--- config.mk ---
export PLATFORM = sky130hd
export DESIGN_NAME = packet_disassembler
export DESIGN_NICKNAME = d
export VERILOG_FILES = /design/src/rtl/packet_disassembler.sv
export SDC_FILE = /design/constraint.sdc
export NUM_CORES = 1
export LEC_CHECK = 0
export CAP_MARGIN = 5
export CORE_AREA = 2 2 76 78
export DETAILED_ROUTE_END_ITERATION = 8
export DIE_AREA = 0 0 78 80
export GPL_ROUTABILITY_DRIVEN = 0
export GPL_TIMING_DRIVEN = 0
export PLACE_DENSITY = 0.88
export SYNTH_ARGS = -nofsm -noshare
export SYNTH_HDL_FRONTEND = slang
export SYNTH_SLANG_ARGS = --single-unit
--- constraint.sdc ---
create_clock -name clk -period 3.55 [get_ports clk]
set_input_delay 1.065 -clock clk [delete_from_list [all_inputs] [get_ports clk]]
set_output_delay 1.065 -clock clk [all_outputs]
set_load 0.02 [all_outputs]
--- src/rtl/packet_disassembler.sv ---
// rtl/packet_disassembler.sv - splits one wide message into narrow chunks, MS chunk first
// send_val stays high for a whole message and drops for one IDLE cycle between messages.
module packet_disassembler #(
  parameter int n_bits_in  = 48,
  parameter int n_bits_out = 16
) (
  input  logic                  clk,
  input  logic                  reset,
  input  logic                  recv_val,
  output logic                  recv_rdy,
  input  logic [n_bits_in-1:0]  recv_msg,
  output logic                  send_val,
  input  logic                  send_rdy,
  output logic [n_bits_out-1:0] send_msg
);

  localparam int n_chunks  = (n_bits_in + n_bits_out - 1) / n_bits_out;
  localparam int cnt_nbits = (n_chunks > 1) ? $clog2(n_chunks) : 1;
  localparam int n_pad     = n_chunks * n_bits_out;
  localparam logic [cnt_nbits-1:0] last_cnt = cnt_nbits'(n_chunks - 1);

  typedef enum logic {
    IDLE,
    SEND
  } state_t;

  state_t                 state_q, state_d;
  logic [cnt_nbits-1:0]   cnt_q, cnt_d;
  logic [n_pad-1:0]       shreg_q, shreg_d;

  always_ff @(posedge clk or negedge reset) begin
    if (!reset) begin
      state_q <= IDLE;
      cnt_q   <= '0;
      shreg_q <= '0;
    end else begin
      state_q <= state_d;
      cnt_q   <= cnt_d;
      shreg_q <= shreg_d;
    end
  end

  always_comb begin
    state_d  = state_q;
    cnt_d    = cnt_q;
    shreg_d  = shreg_q;
    // recv_rdy is gated by reset so it stays low while reset is held
    recv_rdy = 1'b0;
    send_val = 1'b0;
    send_msg = '0;
    case (state_q)
      IDLE: begin
        recv_rdy = reset;
        if (recv_val && reset) begin
          shreg_d = n_pad'(recv_msg);
          cnt_d   = '0;
          state_d = SEND;
        end
      end
      SEND: begin
        send_val = 1'b1;
        send_msg = shreg_q[n_pad-1 -: n_bits_out];
        if (send_rdy) begin
          if (cnt_q == last_cnt) begin
            cnt_d   = '0;
            state_d = IDLE;
          end else begin
            shreg_d = shreg_q << n_bits_out;
            cnt_d   = cnt_q + cnt_nbits'(1);
          end
        end
      end
      default: state_d = IDLE;
    endcase
  end

endmodule

# Yosys cells after proc, flatten, opt, wreduce, memory -nomap -nowiden
# Index checks and enable logic that the tools add are counted.
[op_classes] n_addsub=1 eq_ne=4 mux=15 n_bitwise=1 reduce_logical=3
[op_table] op="48-bit 2-to-1 mux" count=3
[op_table] op="48-bit one-hot mux with 2 select lines" count=1
[op_table] op="16-bit 2-to-1 mux" count=1
[op_table] op="2-bit 2-to-1 mux" count=3
[op_table] op="2-bit inequality test, second input constant" count=3
[op_table] op="1-bit 2-to-1 mux" count=5
[op_table] op="2-bit one-hot mux with 2 select lines" count=1
[op_table] op="3-bit AND reduction" count=1
[op_table] op="2-bit by 1-bit adder with 2-bit output, second input constant" count=1
[op_table] op="2-bit == test, second input constant" count=1
[op_table] op="1-bit one-hot mux with 2 select lines" count=1
[op_table] op="2-bit AND reduction" count=1
[op_table] op="1-bit logical AND" count=1
[op_table] op="1-bit NOT" count=1
[totals] register_bits=51 in_bits=52 out_inout_bits=18 wordCells=27

# Longest topological paths before layout
# Gate-level depths: netlist of the first run.
[logic_depth] word_depth=4 ltp_mapped=6 depth_no_buf=3

# Worst setup path before layout of the first run
# Ideal clock, no wire load.
[synth_timing] kind="input-to-output" startpoint="input port reset" endpoint="output port recv_rdy" arrival_time_ps=1450 required_time_ps=2485 path_slack_ps=1035 path_stages=1 n_path_buf=0 path_cell_list="nor2b_1"
[synth_between] elab_chain_len=1
[synth_lines] element="start, declared" line="8" rtl="input logic reset,"
[synth_lines] element="1-bit 2-to-1 mux" line="51" rtl="case (state_q)"
[synth_lines] element="end, declared" line="10" rtl="output logic recv_rdy,"
# Every way passes these cells.

# Final worst setup path of the first run
[layout_timing] startpoint="register state_q" endpoint="output port send_msg[2]"
[layout_between] elab_chain_len=1
[layout_lines] element="start, declared" line="27" rtl="state_t state_q, state_d;"
[layout_lines] element="start signal, assigned" line="37" rtl="state_q <= state_d;"
[layout_lines] element="16-bit 2-to-1 mux" line="51"
[layout_lines] element="end, declared" line="14" rtl="output logic [n_bits_out-1:0] send_msg"
# Every way passes these cells.

==> results of run 1 <==
-- worst max-delay path, delay by kind of cell, from the launching register on --
| kind | cells | cell delay, ns |
|---|---|---|
| simple gates | 1 | 0.17 |
| flops | 1 | 0.35 |
| buf+inv | 4 | 1.44 |
-- worst min path at each step --
| stage | startpoint | endpoint | slack (ns) | depth (start not counted) |
|---|---|---|---|---|
| finish | shreg_q[4]$_DFFE_PN0P_ | shreg_q[4]$_DFFE_PN0P_ | 0.50 | 1 |
| global placement | cnt_q[1]$_DFFE_PN0P_ | cnt_q[0]$_DFFE_PN0P_ | 0.47 | 1 |
| detailed placement | shreg_q[6]$_DFFE_PN0P_ | shreg_q[6]$_DFFE_PN0P_ | 0.48 | 1 |
| CTS | cnt_q[1]$_DFFE_PN0P_ | cnt_q[0]$_DFFE_PN0P_ | 0.51 | 1 |
| global route | shreg_q[4]$_DFFE_PN0P_ | shreg_q[4]$_DFFE_PN0P_ | 0.52 | 1 |
| floorplan | shreg_q[10]$_DFFE_PN0P_ | shreg_q[10]$_DFFE_PN0P_ | 0.46 | 1 |
-- cells in the mapped netlist --
cell type | number | area share
dfrtp_1 | 51 | 0.51
mux2_2 | 34 | 0.15
mux2_4 | 30 | 0.18
a22o_1 | 16 | 0.055
and2_1 | 16 | 0.040
buf_2 | 5 | 0.0099
clkbuf_1 | 4 | 0.0059
buf_6 | 3 | 0.013
nand2_1 | 3 | 0.0045
a21o_1 | 1 | 0.0030
a2bb2oi_2 | 1 | 0.0059
and2b_1 | 1 | 0.0030
and3b_1 | 1 | 0.0035
nand2b_1 | 1 | 0.0025
nand3b_1 | 1 | 0.0030
nor2b_1 | 1 | 0.0025
o21bai_4 | 1 | 0.0074
o22ai_1 | 1 | 0.0025
o31ai_1 | 1 | 0.0030
-- kinds of logic (layout without fill, tap and decap cells) --
| logic type | count (synthesis) | after routing | synth area share |
|---|---|---|---|
| buffers and inverters | 12 | 90 | 0.0292 |
| AO/OA/AOI/OAI | 21 | 21 | 0.0773 |
| flip-flops | 51 | 51 | 0.505 |
| multiplexers | 64 | 64 | 0.330 |
| AND/OR/NAND/NOR | 24 | 24 | 0.0585 |
-- per-layer routing --
layer | GRT usage | vias to the layer above | routed length (µm)
met2 | 0.323 | 54 | 2810
met3 | 0.0509 | 4 | 338
met5 | 0 | - | 0
met4 | 0.0579 | 0 | 61
li1 | - | 772 | -
met1 | 0.219 | 830 | 2550
-- registers in the layout, indices dropped and copies added, names as in the netlist --
signal   cells
shreg_q     48
cnt_q        2
state_q      1
-- power groups by stage --
stage | sequential, mW | clock, mW | combinational, mW
4_1_cts | 0.952 | 0.366 | 1.49
3_3_place_gp | 0.943 | 0 | 1.45
2_1_floorplan | 0.918 | 0 | 1.06
3_5_place_dp | 0.957 | 0 | 1.48
6_report | 0.955 | 0.361 | 1.48
5_1_grt | 0.981 | 0.389 | 1.57
-- area by class of cell --
class | count | area share
timing repair buffer | 70 | 0.209
sequential | 51 | 0.371
multi-input combinational | 109 | 0.342
clock buffer | 8 | 0.0291
tap | 72 | 0.0262
buffer | 12 | 0.0218
-- placed cells by master, fill, tap and decap left out, drive strengths merged --
master	instances
mux2	64
buf	10
clkbuf	12
nand3b	1
nor2b	1
a21o	1
and3b	1
and2b	1
o21bai	1
a2bb2oi	1
nand2b	1
nand2	3
dfrtp	51
clkdlybuf4s50	67
o22ai	1
dlymetal6s2s	1
o31ai	1
and2	16
a22o	16
-- timing repair --
item	4_1_cts	5_1_grt
gates cloned	0	0
gates resized for setup	1	4
endpoints found under the hold margin	0	0
setup endpoints to repair	1	10
pin swaps	0	0
==> impl_results.md, run 1 <==
* Critical Path Fanout Max at 10
* DR pass1 iterations at 4
* CP required at about 2.5 ns
* Tightest Pin Transition at between 0.6 and 0.7 ns
* CP Cell Sequence: buf_2, clkbuf_1, clkbuf_2, and2_1, clkdlybuf4s50_1
* CP Class: reg -> out
* Final hold viol count at 0
* Pre-CTS setup slack at -0.0659 ns
* Die area at approximately 0.0062 mm²
* Final min period at ~3.3 ns
* Sequential share of the synthesized area at 0.505
* Status: finished, final reports clean
* Initial antenna violation count at 0
* #FFs+latches synth at 51
* Min-delay worst type: reg -> reg
* Final worst path period share at 0.936
* Fin Setup TNS at 0 ns
* Buffers on Ports at between 60 and 70
* Largest net degree at the start of global routing at 40
* Critical Path End: send_msg[2]
* Die W at about 78 µm
* ANT nets after route at 0
* CP Data Arrival Time at between 2 and 2.5 ns
* Layout cells sized above 1 at 0.336
* Reg clk slew, reported paths at 0.08 ns
* P_int at about 1.9 mW
* Hold slack at a little over 0.5 ns
* FMAX at around 300 MHz
* Hold_buf cts at 0
* Register area at 0.00128 mm²
* Layout Area Growth over Synthesis at 36.0%
* Placed Cells at 314
* Core Region at between 0.005 and 0.006 mm²
* First DRT Iteration DRCs at 58
* Power share of the sequential group at 0.341
* Net Sw Power at between 0.9 and 1 mW
* Setup violators final at 0
* Initial Util at 0.467
* # DRC at 0
* Die height at ~80 µm
* Clock power frac at 0.129
* Multi-input logic area at ~0.0012 mm²
* Antenna cells at 0
* Layout Skew at around 0.0029 ns
* RSZ-0062 raised after global routing: no
* Slowest cell delay on critical path at slightly above 0.6 ns
* Leakage Power at roughly 1.6 nW
* R2r endpoint: shreg_q[38]$_DFFE_PN0P_
* Total global routing overflow at 0
* Crit path from: state_q$_DFF_PN0_
* Synth unique cells at 19
* Final non-filler cell total at around 320
* Via-to-Cell Ratio at around 5.2
* Global Route Usage Sum at 0.184
* Number of global-route vias before repair at 1,803
* Pwr Total at approximately 2.8 mW
* Post-Syn Area at roughly 0.0025 mm²
* Cell area after layout at 0.00344 mm²
* Syn_area_per_cell at 14.7 µm²
* Maxcap violations at 0
* Final WL at ~5800 µm
* CP max stage cell: clkdlybuf4s50_1
* Startpoint class of the critical path: flop
* Area after DPL at about 0.0033 mm²
* Setup Buffers After CTS at 0
* Io pins at 70
* Post-Syn Nets at around 220
* Sw Ratio at 0.326
* Fillers at approximately 390
* FF-to-FF path depth at 4
* Final-stage net count at 301
* Total CTS buffers at 5
* Ys Warns at 0
* Number of H-tree levels at 2
* Via count at ~1,700
* Slew HR at 0.550
* Clock Path Buffers at 2
* Internal reg-to-reg setup slack at ~1.7 ns
* Utilization after layout at 0.636
* CTS tree: yes
* # clock sinks at between 50 and 60
* Crit end category: output pin
* Root buf cell: clkbuf_8
* Final setup slack of the worst path at approximately 0.23 ns
* Worst r2r src: state_q$_DFF_PN0_
* Logic pwr share at 0.529
* Clock latency on the worst-skew pair at about 0.3 ns
* Peak supply drop at 0.333 mV
* Pwr Density at 814 mW/mm²
* Synth Instances at between 150 and 200
* Final Max Slew Viols at 0
* First-pass GRT wire length at between 8000 and 9000 µm
* DR WL/cell at 17.9 µm
* Post-DP HPWL at 4050 µm
* Row count at 27
(Power assumes the default switching activity.)
==> run 2: changes to the inputs <==
Settings changed: SLEW_MARGIN from default to 20.
==> run 2 against run 1 <==
  * Global-route usage is 0.14 points lower
  * Via count is 0.18% lower
  * Maximum frequency is 2.1% lower
  * Routed wire length is 1.9% lower
  * Power is 1.7% lower
  * Count of clock-buffer cells in the layout is 1 lower
  * Highest routed layer unchanged
  * Die area stayed put
  * Sequential power hardly changed
==> impl_results.md, run 2 (synthesis results as in run 1) <==
* Status: finished, final reports clean
* Critical Path Fanout Max at 53 (+43)
* Row count at 27 (unchanged)
* Root buf cell: clkbuf_8
* FMAX at 294 MHz (-2.1%)
* Hold_buf cts at 0 (unchanged)
* Placed Cells at 313 (-0.32%)
* Die W at 78 µm (unchanged)
* # clock sinks at 51 (unchanged)
* Layout Skew at 0.00597 ns (+0.00303 ns)
* Final setup slack of the worst path at 0.153 ns (-0.0727 ns)
* CP Data Arrival Time at 2.33 ns (+0.07 ns)
* Hold slack at 0.496 ns (-0.00739 ns)
* Core Region at 0.00541 mm² (unchanged)
* Pre-CTS setup slack at -0.0490 ns (+0.0169 ns)
* Clock latency on the worst-skew pair at 0.30 ns (about the same)
* Startpoint class of the critical path: primary input
* Critical path depth at 3 (-2)
* Sw Ratio at 0.330 (+0.00381)
* Top reg by flops: shreg_q
* Regs by FF count: shreg_q x48, cnt_q x2, state_q x1
* Reg clk slew, reported paths at 0.09 ns (about the same)
* ANT nets after route at 0 (unchanged)
* Buf/Inv on CP at 2 (-2)
* DR WL/cell at 17.6 µm (-1.6%)
* # DRC at 0 (unchanged)
* Slowest cell delay on critical path at 0.63 ns (+0.02 ns)
* Die height at 80 µm (unchanged)
* Initial antenna violation count at 0 (unchanged)
* Logic pwr share at 0.537 (+0.008)
* Fin Setup TNS at 0 ns (unchanged)
* CTS tree: yes
* P_int at 1.84 mW (-2.2%)
* Layout Area Growth over Synthesis at 34.2%
* First-pass GRT wire length at 8670 µm (-1.1%)
* Pwr Density at 811 mW/mm² (-0.35%)
* FF-to-FF path depth at 4 (unchanged)
* Power share of the sequential group at 0.346 (+0.005)
* Setup violators final at 0 (unchanged)
* Crit end category: output pin
* Internal reg-to-reg setup slack at 1.73 ns (+0.04 ns)
* Final non-filler cell total at 321 (-0.31%)
* Post_cts resized at 1 (unchanged)
* Commonest non-fill, non-tap cell in the layout: clkdlybuf4s50_1
* CP Class: in -> out
* Area after DPL at 0.00330 mm² (-0.53%)
* Final WL at 5650 µm (-1.9%)
* Critical Path End: recv_rdy
* Number of global-route vias before repair at 1,777 (-1.4%)
* Cell family with most CP delay: buffers and inverters
* Buffers on Ports at 69 (unchanged)
* DR pass1 iterations at 5 (+1)
* Slew HR at 0.561 (+0.0111)
* Final Max Slew Viols at 0 (unchanged)
* Cell area after layout at 0.00339 mm² (-1.3%)
* Worst r2r src: state_q$_DFF_PN0_
* Maxcap violations at 0 (unchanged)
* Via count at 1,657 (-0.18%)
* Most frequent cells in the layout: 68 x clkdlybuf4s50_1, 51 x dfrtp_1, 34 x mux2_2, 30 x mux2_4
* RSZ-0062 raised after global routing: no
* Antenna cells at 0 (unchanged)
* Net Sw Power at 0.908 mW (-0.51%)
* Final min period at 3.40 ns (+0.0727 ns)
* Layout cells sized above 1 at 0.329 (-0.00668)
* Max reg flops at 48 (unchanged)
* CP required at 2.48 ns (about the same)
* Global Route Usage Sum at 0.183 (-0.00135)
* Io pins at 70 (unchanged)
* Total CTS buffers at 5 (unchanged)
* Largest net degree at the start of global routing at 54 (+35%)
* CP Cell Sequence: buf_6, nor2b_1, clkdlybuf4s50_1
* Post-DP HPWL at 3950 µm (-2.5%)
* Utilization after layout at 0.627 (-0.00833)
* Final worst path period share at 0.957 (+0.0205)
* Setup Buffers After CTS at 0 (unchanged)
* CP max stage cell: clkdlybuf4s50_1
* Initial Util at 0.467 (unchanged)
* Min-delay src: cnt_q[1]$_DFFE_PN0P_
* Pwr Total at 2.75 mW (-1.7%)
* Final-stage net count at 300 (-0.33%)
* R2r endpoint: shreg_q[32]$_DFFE_PN0P_
* First DRT Iteration DRCs at 53 (-8.6%)
* Number of H-tree levels at 2 (unchanged)
* Peak supply drop at 0.305 mV (-8.4%)
* Min-delay worst type: reg -> reg
* Final hold viol count at 0 (unchanged)
* Total global routing overflow at 0 (unchanged)
* Tightest Pin Transition at 0.659 ns (-0.0166 ns)
* Crit path from: reset
* Via-to-Cell Ratio at 5.16 (+0.13%)
* Clock power frac at 0.117 (-0.012)
* Clock Path Buffers at 2 (unchanged)
* Die area at 0.00624 mm² (unchanged)
* Leakage Power at 1.55 nW (-2.3%)
[run 2: changes by cell type in the layout (fill, tap and decap cells not counted), sizes merged]
cell           change
clkinv             +1
clkbuf             -1
clkdlybuf4s50      +1
buf                -1
dlymetal6s2s       -1
[run 2: how the worst min path moves through the flow]
stage,endpoint,slack (ns),cells past startpoint
detailed placement,shreg_q[5]$_DFFE_PN0P_,0.48,1
global placement,cnt_q[0]$_DFFE_PN0P_,0.47,1
floorplan,shreg_q[10]$_DFFE_PN0P_,0.46,1
global route,cnt_q[0]$_DFFE_PN0P_,0.52,1
finish,cnt_q[0]$_DFFE_PN0P_,0.50,1
CTS,cnt_q[0]$_DFFE_PN0P_,0.50,1
[run 2: layout make-up]
class / count / area, µm²
multi-input cells: 109 / 1180
plain buffers: 12 / 75.1
repair buffers: 69 / 692
flip-flops and latches: 51 / 1280
fillers: 404 / 2010
clock buffers: 7 / 76.3
clock inverters: 1 / 5.00
well taps: 72 / 90.1
[run 2: power groups by stage]
stage	Combinational [mW]	Clock (mW)	Sequential, mW
floorplan	1.06	0	0.918
global placement	1.45	0	0.943
detailed placement	1.48	0	0.956
CTS	1.49	0.323	0.949
global route	1.57	0.347	0.976
finish	1.48	0.321	0.952
[run 2: routing by layer]
metal / vias to the layer above / global-route usage / wire length, µm
met5: - / 0 / 0
li1: 770 / - / -
met3: 6 / 0.0532 / 334
met1: 822 / 0.217 / 2540
met2: 59 / 0.328 / 2730
met4: 0 / 0.0404 / 44
==> run 3: changes to the inputs <==
Settings changed: CELL_PAD_IN_SITES_DETAIL_PLACEMENT from default to 1, CELL_PAD_IN_SITES_GLOBAL_PLACEMENT from default to 1, CORE_AREA 2 2 76 78 to 2 2 84 86, DIE_AREA 0 0 78 80 to 0 0 86 88, PLACE_DENSITY 0.88 to 0.89.
Clock period 3.55 ns to 3.45 ns, I/O delays scaled along.
==> run 3 against run 2 <==
  * Routed wire length increased by 6.5%
  * Count of clock-buffer cells in the layout is 2 lower
  * Highest routed layer unchanged
  * Sequential share of layout area shrank 0.51 points
  * Critical path type unchanged
  * Register-to-register slack lost 0.09 ns
  * Final area rose by 1.4%
  * Sequential cell count is the same
==> impl_results.md, run 3 (synthesis results as in run 1) <==
* Via-to-Cell Ratio at 5.04 (-2.4%)
* R2r endpoint: shreg_q[47]$_DFFE_PN0P_
* Pwr Total at 2.92 mW (+6.3%)
* Root buf cell: clkbuf_8
* Global Route Usage Sum at 0.174 (-0.00840)
* First-pass GRT wire length at 10,000 µm (+16%)
* Number of global-route vias before repair at 1,920 (+8.0%)
* Antenna cells at 0 (unchanged)
* Total global routing overflow at 0 (unchanged)
* Multi-input logic area at 0.00118 mm² (unchanged)
* Final min period at 3.30 ns
* # DRC at 0 (unchanged)
* Final hold viol count at 0 (unchanged)
* Largest net degree at the start of global routing at 54 (unchanged)
* Clock power frac at 0.143 (+0.026)
* Final-stage net count at 300 (unchanged)
* Utilization after layout at 0.517 (-0.110)
* Post_cts resized at 2 (+1)
* Final non-filler cell total at 329 (+2.5%)
* CP Class: in -> out
* First DRT Iteration DRCs at 43 (-19%)
* Post-DP HPWL at 4210 µm (+6.6%)
* Fillers at 672 (+66%)
* Top reg by flops: shreg_q
* Peak supply drop at 0.376 mV (+23%)
* Reg clk slew, reported paths at 0.09 ns (about the same)
* ANT nets after route at 0 (unchanged)
* Initial Util at 0.380 (-0.0871)
* Min-delay src: shreg_q[7]$_DFFE_PN0P_
* Maxcap violations at 0 (unchanged)
* Crit end category: output pin
* Hold_buf cts at 0 (unchanged)
* Sw Ratio at 0.326 (-0.00429)
* Max reg flops at 48 (unchanged)
* Net Sw Power at 0.952 mW (+4.9%)
* Layout Area Growth over Synthesis at 36.1%
* Die height at 88 µm (+10%)
* Register area at 0.00128 mm² (unchanged)
* Row count at 30 (+11%)
* Setup violators final at 0 (unchanged)
* Leakage Power at 1.57 nW (+1.3%)
* Internal reg-to-reg setup slack at 1.64 ns (-0.09 ns)
* Placed Cells at 321 (+2.6%)
* Status: finished, final reports clean
* CP Data Arrival Time at 2.26 ns (-0.07 ns)
* CP max stage cell: clkdlybuf4s50_1
* RSZ-0062 raised after global routing: no
* CTS tree: yes
* Buf/Inv on CP at 2 (unchanged)
* Io pins at 70 (unchanged)
* Cell family with most CP delay: buffers and inverters
* Final worst path period share at 0.955
* Hold slack at 0.503 ns (+0.00749 ns)
* Setup Buffers After CTS at 0 (unchanged)
* Worst hold endpoint: shreg_q[7]$_DFFE_PN0P_
* Pwr Density at 851 mW/mm² (+4.9%)
* Core Region at 0.00664 mm² (+23%)
* Buffers on Ports at 69 (unchanged)
* Hold Path Cell Cnt at 1 (unchanged)
* CP required at 2.41 ns (-0.07 ns)
* DR WL/cell at 18.3 µm (+3.9%)
* Slew HR at 0.561 (about the same)
* Layout cells sized above 1 at 0.341 (+0.0120)
* Clock latency on the worst-skew pair at 0.30 ns (about the same)
* Total CTS buffers at 5 (unchanged)
* Logic pwr share at 0.522 (-0.015)
* P_int at 1.97 mW (+7.0%)
* Min-delay worst type: reg -> reg
* # clock sinks at 51 (unchanged)
* DR pass1 iterations at 4 (-1)
* Final Max Slew Viols at 0 (unchanged)
* Via count at 1,657 (unchanged)
* FF-to-FF path depth at 4 (unchanged)
* Final setup slack of the worst path at 0.155 ns (+0.00161 ns)
* Layout Skew at 0.00536 ns (-0.000610 ns)
* Worst r2r src: state_q$_DFF_PN0_
* CP Cell Sequence: buf_8, nor2b_1, clkdlybuf4s50_1
* Final WL at 6010 µm (+6.5%)
* Slowest cell delay on critical path at 0.63 ns (about the same)
* Clock Path Buffers at 2 (unchanged)
* Regs by FF count: shreg_q x48, cnt_q x2, state_q x1
* Die area at 0.00757 mm² (+21%)
* FMAX at slightly above 300 MHz
* Startpoint class of the critical path: primary input
* Number of H-tree levels at 2 (unchanged)
* Initial antenna violation count at 0 (unchanged)
* Most frequent cells in the layout: 68 x clkdlybuf4s50_1, 51 x dfrtp_1, 34 x mux2_2, 30 x mux2_4
* Critical Path Fanout Max at 53 (unchanged)
* Tightest Pin Transition at 0.658 ns (-0.000805 ns)
* Commonest non-fill, non-tap cell in the layout: clkdlybuf4s50_1
* Die W at 86 µm (+10%)
* Pre-CTS setup slack at -0.131 ns (-0.0824 ns)
* Power share of the sequential group at 0.335 (-0.011)
[run 3: cell types whose count changed in the layout (fill, tap and decap cells not counted), sizes merged]
cell    previous run  this run
clkinv             1         2
bufinv             0         1
clkbuf            11         9
[run 3: area by class of cell]
type,instances,area share
Sequential cell,51,0.371
Clock inverter,3,0.0127
Clock buffer,5,0.0200
Timing Repair Buffer,69,0.202
Tap cell,80,0.0291
Buffer,12,0.0222
Multi-Input combinational cell,109,0.342
[run 3: power groups by stage]
stage	Sequential, mW	Clock, mW	Combinational [mW]
2_1_floorplan	0.945	0	1.09
3_3_place_gp	0.975	0	1.51
3_5_place_dp	0.983	0	1.54
4_1_cts	0.980	0.438	1.55
5_1_grt	1.01	0.456	1.65
6_report	0.979	0.419	1.53
[run 3: metal layers]
| layer | vias to the layer above | GRT usage | part of all wire |
|---|---|---|---|
| met5 | - | 0 | 0 |
| met4 | 0 | 0.0346 | 0.0032 |
| met3 | 2 | 0.0368 | 0.051 |
| met2 | 47 | 0.303 | 0.51 |
| met1 | 839 | 0.226 | 0.44 |
| li1 | 769 | - | - |
[run 3: metrics by stage]
stage	setup TNS (ns)	area, µm²
finish	0	3440
global route	0	3440
CTS	0	3430
detailed placement	-0.131	3310
global placement	-62.18	3320
floorplan	0	2530
[run 3: worst max path at each step]
stage	start	end	slack, ns	cells after the start
2_1_floorplan	reset	recv_rdy	1.0	1
3_3_place_gp	reset	recv_rdy	-1.80	3
3_5_place_dp	reset	recv_rdy	-0.13	3
4_1_cts	reset	recv_rdy	0.04	3
5_1_grt	reset	recv_rdy	0.04	3
6_report	reset	recv_rdy	0.15	3
[run 3: worst register-to-register path, cell delays in order, from the launching register on]
cell and delay (ns):
dfrtp_1 0.35, buf_2 0.17, clkbuf_1 0.53, mux2_2 0.41, mux2_4 0.26
